$ cat config.mk
export PLATFORM = sky130hd
export DESIGN_NAME = aqp_ovl_wr_arbiter
export DESIGN_NICKNAME = d
export VERILOG_FILES = /design/src/rtl/aqp_ovl_wr_arbiter_pkg.sv /design/src/rtl/aqp_ovl_wr_arbiter_rr_arb2.sv /design/src/rtl/aqp_ovl_wr_arbiter.sv
export SDC_FILE = /design/constraint.sdc
export NUM_CORES = 1
export LEC_CHECK = 0
export ABC_AREA = 1
export ABC_CLOCK_PERIOD_IN_PS = 1510
export BUFFER_PORTS_ARGS = -buffer_cell sky130_fd_sc_hd__buf_2
export CAP_MARGIN = 20
export CORE_MARGIN = 1
export CORE_UTILIZATION = 46
export DETAILED_ROUTE_END_ITERATION = 16
export HOLD_SLACK_MARGIN = 0.03
export PLACE_DENSITY_LB_ADDON = 0.3
export SLEW_MARGIN = 20
export SYNTH_ARGS = -nofsm -noshare
export SYNTH_HDL_FRONTEND = slang
export SYNTH_SLANG_ARGS = --single-unit
$ cat constraint.sdc
create_clock -name clk -period 1.51 [get_ports clk]
set_input_delay 0.302 -clock clk [delete_from_list [all_inputs] [get_ports clk]]
set_output_delay 0.302 -clock clk [all_outputs]
set_load 0.05 [all_outputs]
$ cat src/rtl/aqp_ovl_wr_arbiter_pkg.sv
// Shared definitions for the overlay write arbiter: target selects, FSM states
// and the request bundle carried from the granted requester to the output registers.
package aqp_ovl_wr_arbiter_pkg;

    localparam int DATA_W = 16;
    localparam int ADDR_W = 11;

    localparam logic [1:0] SEL_TEXT = 2'd0;
    localparam logic [1:0] SEL_FONT = 2'd1;
    localparam logic [1:0] SEL_PAL  = 2'd2;
    localparam logic [1:0] SEL_RSVD = 2'd3;

    typedef enum logic {
        ST_IDLE  = 1'b0,
        ST_CLEAR = 1'b1
    } arb_state_e;

    typedef struct packed {
        logic [1:0]        sel;
        logic [ADDR_W-1:0] addr;
        logic [DATA_W-1:0] data;
    } wr_req_t;

endpackage

$ cat src/rtl/aqp_ovl_wr_arbiter_rr_arb2.sv
// Two-way round-robin grant. Grants are combinational from the requests; the
// last-served flag only moves when a grant is actually given.
module aqp_rr_arb2
    import aqp_ovl_wr_arbiter_pkg::*;
(
    input  logic clk,
    input  logic reset,
    input  logic hold,
    input  logic req_a,
    input  logic req_b,
    output logic gnt_a,
    output logic gnt_b
);

    logic last_b;

    always_comb begin
        gnt_a = 1'b0;
        gnt_b = 1'b0;
        if (!hold) begin
            if (req_a && (!req_b || last_b)) begin
                gnt_a = 1'b1;
            end else if (req_b) begin
                gnt_b = 1'b1;
            end
        end
    end

    // Starting as "B served last" lets A win the first contention.
    always_ff @(posedge clk) begin
        if (reset) begin
            last_b <= 1'b1;
        end else if (gnt_a) begin
            last_b <= 1'b0;
        end else if (gnt_b) begin
            last_b <= 1'b1;
        end
    end

endmodule

$ cat src/rtl/aqp_ovl_wr_arbiter.sv
// Overlay memory write arbiter: shares the text/font/palette write ports between
// two requesters and runs a text-RAM clear sequencer.
module aqp_ovl_wr_arbiter
    import aqp_ovl_wr_arbiter_pkg::*;
#(
    parameter int TEXT_DEPTH = 1024
) (
    input  logic        clk,
    input  logic        reset,
    input  logic        a_valid,
    output logic        a_ready,
    input  logic [1:0]  a_sel,
    input  logic [10:0] a_addr,
    input  logic [15:0] a_data,
    input  logic        b_valid,
    output logic        b_ready,
    input  logic [1:0]  b_sel,
    input  logic [10:0] b_addr,
    input  logic [15:0] b_data,
    input  logic        clr_start,
    input  logic [15:0] clr_data,
    output logic        clr_busy,
    output logic        err_sel,
    output logic [9:0]  ovl_text_addr,
    output logic [15:0] ovl_text_wrdata,
    output logic        ovl_text_wr,
    output logic [10:0] ovl_font_addr,
    output logic [7:0]  ovl_font_wrdata,
    output logic        ovl_font_wr,
    output logic [3:0]  ovl_palette_addr,
    output logic [15:0] ovl_palette_wrdata,
    output logic        ovl_palette_wr
);

    localparam logic [9:0] LAST_IDX = 10'(TEXT_DEPTH - 1);

    arb_state_e  state;
    logic [9:0]  clr_cnt;
    logic [15:0] clr_fill;
    logic        hold;
    logic        gnt_a;
    logic        gnt_b;
    logic        vld_p0;
    wr_req_t     req_p0;

    // A clear request in IDLE pre-empts any write in the same cycle.
    assign hold = (state != ST_IDLE) || clr_start;

    aqp_rr_arb2 u_rr (
        .clk   (clk),
        .reset (reset),
        .hold  (hold),
        .req_a (a_valid),
        .req_b (b_valid),
        .gnt_a (gnt_a),
        .gnt_b (gnt_b)
    );

    assign a_ready  = gnt_a;
    assign b_ready  = gnt_b;
    assign clr_busy = (state == ST_CLEAR);

    // Stage p0: the granted request, selected from whichever side won.
    assign vld_p0 = gnt_a || gnt_b;
    assign req_p0 = gnt_b ? '{sel: b_sel, addr: b_addr, data: b_data}
                          : '{sel: a_sel, addr: a_addr, data: a_data};

    // Stage p1: registered strobes, addresses and data on the overlay ports.
    always_ff @(posedge clk) begin
        if (reset) begin
            state              <= ST_IDLE;
            clr_cnt            <= '0;
            clr_fill           <= '0;
            err_sel            <= 1'b0;
            ovl_text_wr        <= 1'b0;
            ovl_text_addr      <= '0;
            ovl_text_wrdata    <= '0;
            ovl_font_wr        <= 1'b0;
            ovl_font_addr      <= '0;
            ovl_font_wrdata    <= '0;
            ovl_palette_wr     <= 1'b0;
            ovl_palette_addr   <= '0;
            ovl_palette_wrdata <= '0;
        end else begin
            err_sel        <= 1'b0;
            ovl_text_wr    <= 1'b0;
            ovl_font_wr    <= 1'b0;
            ovl_palette_wr <= 1'b0;
            case (state)
                ST_IDLE: begin
                    if (clr_start) begin
                        state    <= ST_CLEAR;
                        clr_fill <= clr_data;
                        clr_cnt  <= '0;
                    end else if (vld_p0) begin
                        case (req_p0.sel)
                            SEL_TEXT: begin
                                ovl_text_wr     <= 1'b1;
                                ovl_text_addr   <= req_p0.addr[9:0];
                                ovl_text_wrdata <= req_p0.data;
                            end
                            SEL_FONT: begin
                                ovl_font_wr     <= 1'b1;
                                ovl_font_addr   <= req_p0.addr;
                                ovl_font_wrdata <= req_p0.data[7:0];
                            end
                            SEL_PAL: begin
                                ovl_palette_wr     <= 1'b1;
                                ovl_palette_addr   <= req_p0.addr[3:0];
                                ovl_palette_wrdata <= req_p0.data;
                            end
                            default: err_sel <= 1'b1;
                        endcase
                    end
                end
                ST_CLEAR: begin
                    ovl_text_wr     <= 1'b1;
                    ovl_text_addr   <= clr_cnt;
                    ovl_text_wrdata <= clr_fill;
                    clr_cnt         <= clr_cnt + 10'd1;
                    if (clr_cnt == LAST_IDX) begin
                        state <= ST_IDLE;
                    end
                end
                default: state <= ST_IDLE;
            endcase
        end
    end

endmodule

Word-level counts from Yosys, hierarchy flattened:

Cells that the tools add are included.

* bits in registers: 97
* output and inout bits: 72

* $add $sub $neg: 1
* equality and inequality tests: 7
* multiplexer cells: 28
* bitwise gates (word level): 3
* reduce and logical (&&, ||, !) cells: 13

Operators with widths (number)
* two-way mux 16 bit: 3
* two-way mux 10 bit: 4
* one-hot mux 10 bit (2 select lines): 2
* one-hot mux 16 bit (2 select lines): 1
* two-way mux 29 bit: 1
* two-way mux 1 bit: 15
* adder 10 x 1 -> 10 bit (second input constant): 1
* equality test 10 bit (second input constant): 1
* AND reduction 4 bit: 2
* != test 2 bit (second input constant): 3
* one-hot mux 1 bit (2 select lines): 2
* OR reduction 4 bit: 1
* logical OR 1 bit: 3
* NOT 1 bit: 3
* AND reduction 3 bit: 1
* OR reduction 3 bit: 1
* equality test 2 x 1 -> 1 bit (second input constant): 1
* equality test 2 bit (second input constant): 1
* zero test 2 bit: 1
* != test 2 x 1 -> 1 bit (second input constant): 1
* AND reduction 2 bit: 1
* nonzero test 2 bit: 1
* logical AND 1 bit: 1
* zero test 1 bit: 1

Logic depth before layout (Yosys ltp):

* depth in word-level cells: 11
* depth in mapped cells: 11
* gate-level depth less buffers: 11

Hierarchy:

A second synthesis with hierarchy kept.

* cells, all modules: 637
* area, all modules: 4475.5 um^2

By module, submodules not included
* aqp_ovl_wr_arbiter: instances 1, cells each 625, area each 4404.2 um^2, sequential area each 1921.8 um^2
* aqp_rr_arb2: instances 1, cells each 12, area each 71.3 um^2, sequential area each 20.0 um^2

Least setup slack after synthesis:

OpenSTA, ideal clock, no wires.

* path kind: reg2reg
* start: register state (netlist: clr_busy)
* end: register ovl_text_wrdata[11]
* setup time: 0.113 ns
* data arrival time: 1.678 ns
* path slack: -0.281 ns
* cell stages (with the launch flop): 11
* buffers on the path: 1
* period minus slack after synthesis: 1.791 ns
* cells stage by stage: dfxtp_1 nor2_4 nand2_4 nand2_1 nand2_2 nand2_1 nand2_1 nand2_4 buf_4 nor2_1 nor2_1

* cells in the longest elaborated chain, start to end: 7
* elaborated cells on any way between the ends: 15
* classes of those cells: eq/ne: 3; mux: 7; bitwise: 1; reduce/logical: 4

Ends and longest elaborated chain
* from (decl): RTL line aqp_ovl_wr_arbiter.sv:37 `arb_state_e state;`
* from (signal assigned): RTL line aqp_ovl_wr_arbiter.sv:71 `state <= ST_IDLE;`
* from (signal assigned): RTL line aqp_ovl_wr_arbiter.sv:92 `state <= ST_CLEAR;`
* from (signal assigned): RTL line aqp_ovl_wr_arbiter.sv:122 `state <= ST_IDLE;`
* logical OR 1 bit: RTL line aqp_ovl_wr_arbiter.sv:47 `assign hold = (state != ST_IDLE) || clr_start;`
* two-way mux 1 bit: RTL line aqp_ovl_wr_arbiter_rr_arb2.sv:20 `if (!hold) begin`
* two-way mux 29 bit: RTL line aqp_ovl_wr_arbiter.sv:65 `assign req_p0 = gnt_b ? '{sel: b_sel, addr: b_addr, data: b_data}`
* two-way mux 16 bit: RTL line aqp_ovl_wr_arbiter.sv:96 `case (req_p0.sel)`
* two-way mux 16 bit: RTL line aqp_ovl_wr_arbiter.sv:95 `end else if (vld_p0) begin`
* two-way mux 16 bit: RTL line aqp_ovl_wr_arbiter.sv:91 `if (clr_start) begin`
* one-hot mux 16 bit (2 select lines): RTL line aqp_ovl_wr_arbiter.sv:89 `case (state)`
* to (signal assigned): RTL line aqp_ovl_wr_arbiter.sv:100 `ovl_text_wrdata <= req_p0.data;`
* to (signal assigned): RTL line aqp_ovl_wr_arbiter.sv:119 `ovl_text_wrdata <= clr_fill;`
* to (decl): RTL line aqp_ovl_wr_arbiter.sv:25 `output logic [15:0] ovl_text_wrdata,`

Several ways; a longest one is shown, not always the timed one. The select of a mux whose other input is x is not followed.
A chain may end at the register's enable or synchronous reset.

Final worst setup path:

* start: register state (netlist: clr_busy)
* end: register ovl_font_wrdata[3]

* cells in the longest elaborated chain, start to end: 5
* elaborated cells on any way between the ends: 8
* classes of those cells: eq/ne: 1; mux: 3; bitwise: 1; reduce/logical: 3

Ends and longest elaborated chain
* logical OR 1 bit: RTL line aqp_ovl_wr_arbiter.sv:47
* two-way mux 1 bit: RTL line aqp_ovl_wr_arbiter_rr_arb2.sv:20
* two-way mux 29 bit: RTL line aqp_ovl_wr_arbiter.sv:65
* equality test 2 x 1 -> 1 bit: RTL line aqp_ovl_wr_arbiter.sv:96
* AND reduction 4 bit (no source line)
* to (signal assigned): RTL line aqp_ovl_wr_arbiter.sv:105 `ovl_font_wrdata <= req_p0.data[7:0];`
* to (decl): RTL line aqp_ovl_wr_arbiter.sv:28 `output logic [7:0] ovl_font_wrdata,`

Several ways; a longest one is shown, not always the timed one.

==> key figures <==
Pwr
  • Pwr Density: 963.3 nW/um^2
  • Pleak: 0.003359 uW
  • VDD IR-drop max: 0.6842 mV
  • Tot Pwr: 6380 uW

Clock tree
  • Clock root buffer: clkbuf_8
  • CTS tree: done
  • TritonCTS Buffers: 9
  • CTS max path bufs: 2
  • Clk pin slew, worst setup/hold paths: 0.10 ns
  • # clock sinks: 97
  • H-Tree Depth: 3
  • Skew-Pair Late Insertion Delay: 0.36 ns

Logic synthesis
  • Post-Synth XOR/XNOR Area: 0
  • Synth Cell Area: 4496 sq um
  • Yosys top cell by area: dfxtp_1
  • Dominant synthesized flop cell: dfxtp_1
  • Synth Area in Adders: 0.002783
  • Flops & latches, synth: 97
  • Mapped Cells: 678
  • Asr flop ratio synth: 0
  • Largest family of logic cells by synthesized area: simple AND/OR/NAND/NOR gates
  • Post-synth top cells: nand2_1, nor2_1, dfxtp_1, o21ai_0, inv_1
  • YS warnings: 0
  • Syn Area/Cell: 6.631 sq um
  • Synth top area share: 0.4320
  • Count leader, synth: nand2_1
  • EDFF count, synth: 0
  • Post-synthesis mux area share: 0
  • Compound-Gate Fraction of Synth Area: 0.07876
  • Synth area leaders: dfxtp_1, nand2_1, nor2_1
  • Synth Area in Simple Gates: 0.4200
  • Syn_nets: 758
  • Cell variety after synth: 28
  • Register area share after synthesis: 0.4320

Timing
  • Clock skew: 0.01096 ns
  • Final count of negative-setup-slack endpoints: 69
  • Slew headroom: 0.7269
  • Worst Max-Slew Pin Slew: 0.4097 ns
  • Final setup TNS: -8.470 ns
  • Final Worst Setup Slack: -0.2019 ns
  • Achievable frequency: 584.1 MHz
  • Tightest hold margin: 0.1861 ns
  • Unrepaired setup endpoints after global routing: yes
  • Period utilisation layout: 1.134
  • Slew Limit Fails: 0
  • Fin. Hold Viols: 0
  • Final min period: 1.712 ns

Worst setup path
  • FF-to-FF setup slack: -0.20 ns
  • Critical path type: reg -> reg
  • CP Capture Type: register
  • Critical Path Source Type: register
  • Reg2Reg Capture Point: ovl_font_wrdata[3]
  • Crit path from: clr_busy
  • Required @ worst endpoint: 1.80 ns
  • Register-to-Register Path Depth: 11
  • R2r startpoint: clr_busy
  • Worst Path Arrival: 2.00 ns
  • Worst Path Max Fanout: 7
  • Crit path capture: ovl_font_wrdata[3]

Global route
  • Pin count of the biggest net entering global routing: 49
  • Total grt overflow: 0
  • Antenna violations before repair: 0
  • Number of global-route vias before repair: 4589
  • First-pass GRT wire length: 21890 um
  • Gr usage total: 0.2784

Floorplanning
  • Die X: 100.9 um
  • Die height: 100.9 um
  • Die area: 10170 sq um
  • Ports: 151
  • Rows: 35
  • Std-Cell Core Area: 9371 sq um
  • Initial Util: 0.4797

Run status
  • Status: complete, but fails checks
  • Failing checks: setup timing

Detailed routing
  • First-pass iteration count of the detailed router: 5
  • Total wire length: 14760 um
  • Vias/cell: 5.077
  • DR DRC count: 0
  • ANT nets after route: 0
  • Vias after detailed routing: 5113
  • 1st-iter DRT viols: 311
  • Average wire per standard cell: 14.66 um

Layout
  • Layout Nets: 953
  • P&R area growth vs syn: 47.31%
  • Core Util, Final: 0.7067
  • Ant diodes: 0
  • Share of layout cells above drive strength 1: 0.3964
  • Finished Layout Cells: 1007
  • Number of fill cells: 789

Placed design
  • IO buf count: 150
  • Cells after DPL: 970
  • RD Place Congestion: 0.9050
  • DP HPWL: 9964 um

Job
  • Max Cap Violations: 0

Min path
  • Hold crit path type: in -> reg
  • Hold Path Cell Cnt: 3
how the worst min path moves through the flow:
stage / from / to / slack [ns]
5_1_grt: clr_data[7] / clr_fill[7] / 0.21
2_1_floorplan: reset / clr_busy / 0.37
4_1_cts: clr_data[12] / clr_fill[12] / 0.19
3_3_place_gp: ovl_font_addr[1] / ovl_font_addr[1] / 0.45
6_report: clr_data[14] / clr_fill[14] / 0.19
3_5_place_dp: ovl_font_addr[1] / ovl_font_addr[1] / 0.45
stage by stage:
stage          instance area [sq um]  setup slack (ns)
2_1_floorplan                   4502           0.02122
3_3_place_gp                    5708           -0.2082
3_5_place_dp                    5708           -0.2526
4_1_cts                         6202           -0.1727
5_1_grt                         6623           -0.2579
6_report                        6623           -0.2019
critical path, stage by stage, from the launching register on:
cell and delay, ns:
dfxtp_4 0.36, nor2_4 0.15, buf_6 0.14, nand2_2 0.06, buf_4 0.15, nand2_8 0.08, nand2_4 0.07, nor2_4 0.20
buf_6 0.14, buf_16 0.11, nor2_2 0.03, nor2_1 0.13
cell type report:
type | count | area (sq um) | area share
clock buffers | 10 | 137.6 | 0.02078
multi-input cells | 510 | 2587 | 0.3907
inverters | 34 | 136.4 | 0.02059
flip-flops and latches | 97 | 1948 | 0.2942
well taps | 129 | 161.4 | 0.02437
repair buffers | 221 | 1588 | 0.2398
clock inverters | 6 | 63.81 | 0.009635
what timing repair did:
action / CTS / global route
pin swaps: 4 / 32
cloned: 2 / 4
hold endpoints to repair: 0 / 0
setup buffers: 8 / 8
setup endpoints to repair: 70 / 87
hold buffers: 0 / 0
gates resized for setup: 58 / 97
registers in the layout (all words and copies together) (netlist names):
signal	count
clr_busy	1
ovl_font_wrdata	8
ovl_font_addr	11
ovl_palette_addr	4
clr_fill	16
ovl_text_addr	10
err_sel	1
ovl_palette_wrdata	16
clr_cnt	10
ovl_text_wrdata	16
ovl_font_wr	1
ovl_text_wr	1
ovl_palette_wr	1
u_rr.last_b	1
power breakdown:
group / internal [uW] / switching, uW
clock network: 820 / 931
logic: 643 / 1180
registers: 2720 / 87.8
total: 4180 / 2200
per-layer routing:
| metal | up-vias | GRT usage | wire (um) |
|---|---|---|---|
| met1 | 2369 | 0.3746 | 6500 |
| met3 | 27 | 0.03606 | 814 |
| li1 | 2525 | - | - |
| met4 | 0 | 0.09030 | 307 |
| met2 | 192 | 0.4631 | 7141 |
| met5 | - | 0 | 0 |
cell families (layout without fill, tap and decap cells):
kind of cell	count (synthesis)	count (layout)
flip-flops	97	97
adder cells (fa/ha/maj)	1	1
AO/OA/AOI/OAI	64	64
buffers and inverters	71	271
AND/OR/NAND/NOR	445	445
layout by cell type (no fill, tap or decap), types with 4 or more instances in the layout:
master,instances
nor2_4,4
nand3b_1,26
o21ai_1,9
o21ai_2,7
nand2_1,174
buf_12,9
nor2_2,37
clkbuf_8,10
buf_8,4
dfxtp_1,94
nand2_2,15
buf_6,17
nor2_1,129
a21oi_1,5
buf_4,39
or2_2,13
nand3_2,6
o21ai_0,22
buf_2,147
a211oi_1,5
a31oi_1,10
nand2_4,9
nand3_1,21
inv_1,28
clkbuf_16,4
(Power assumes the default switching activity.)
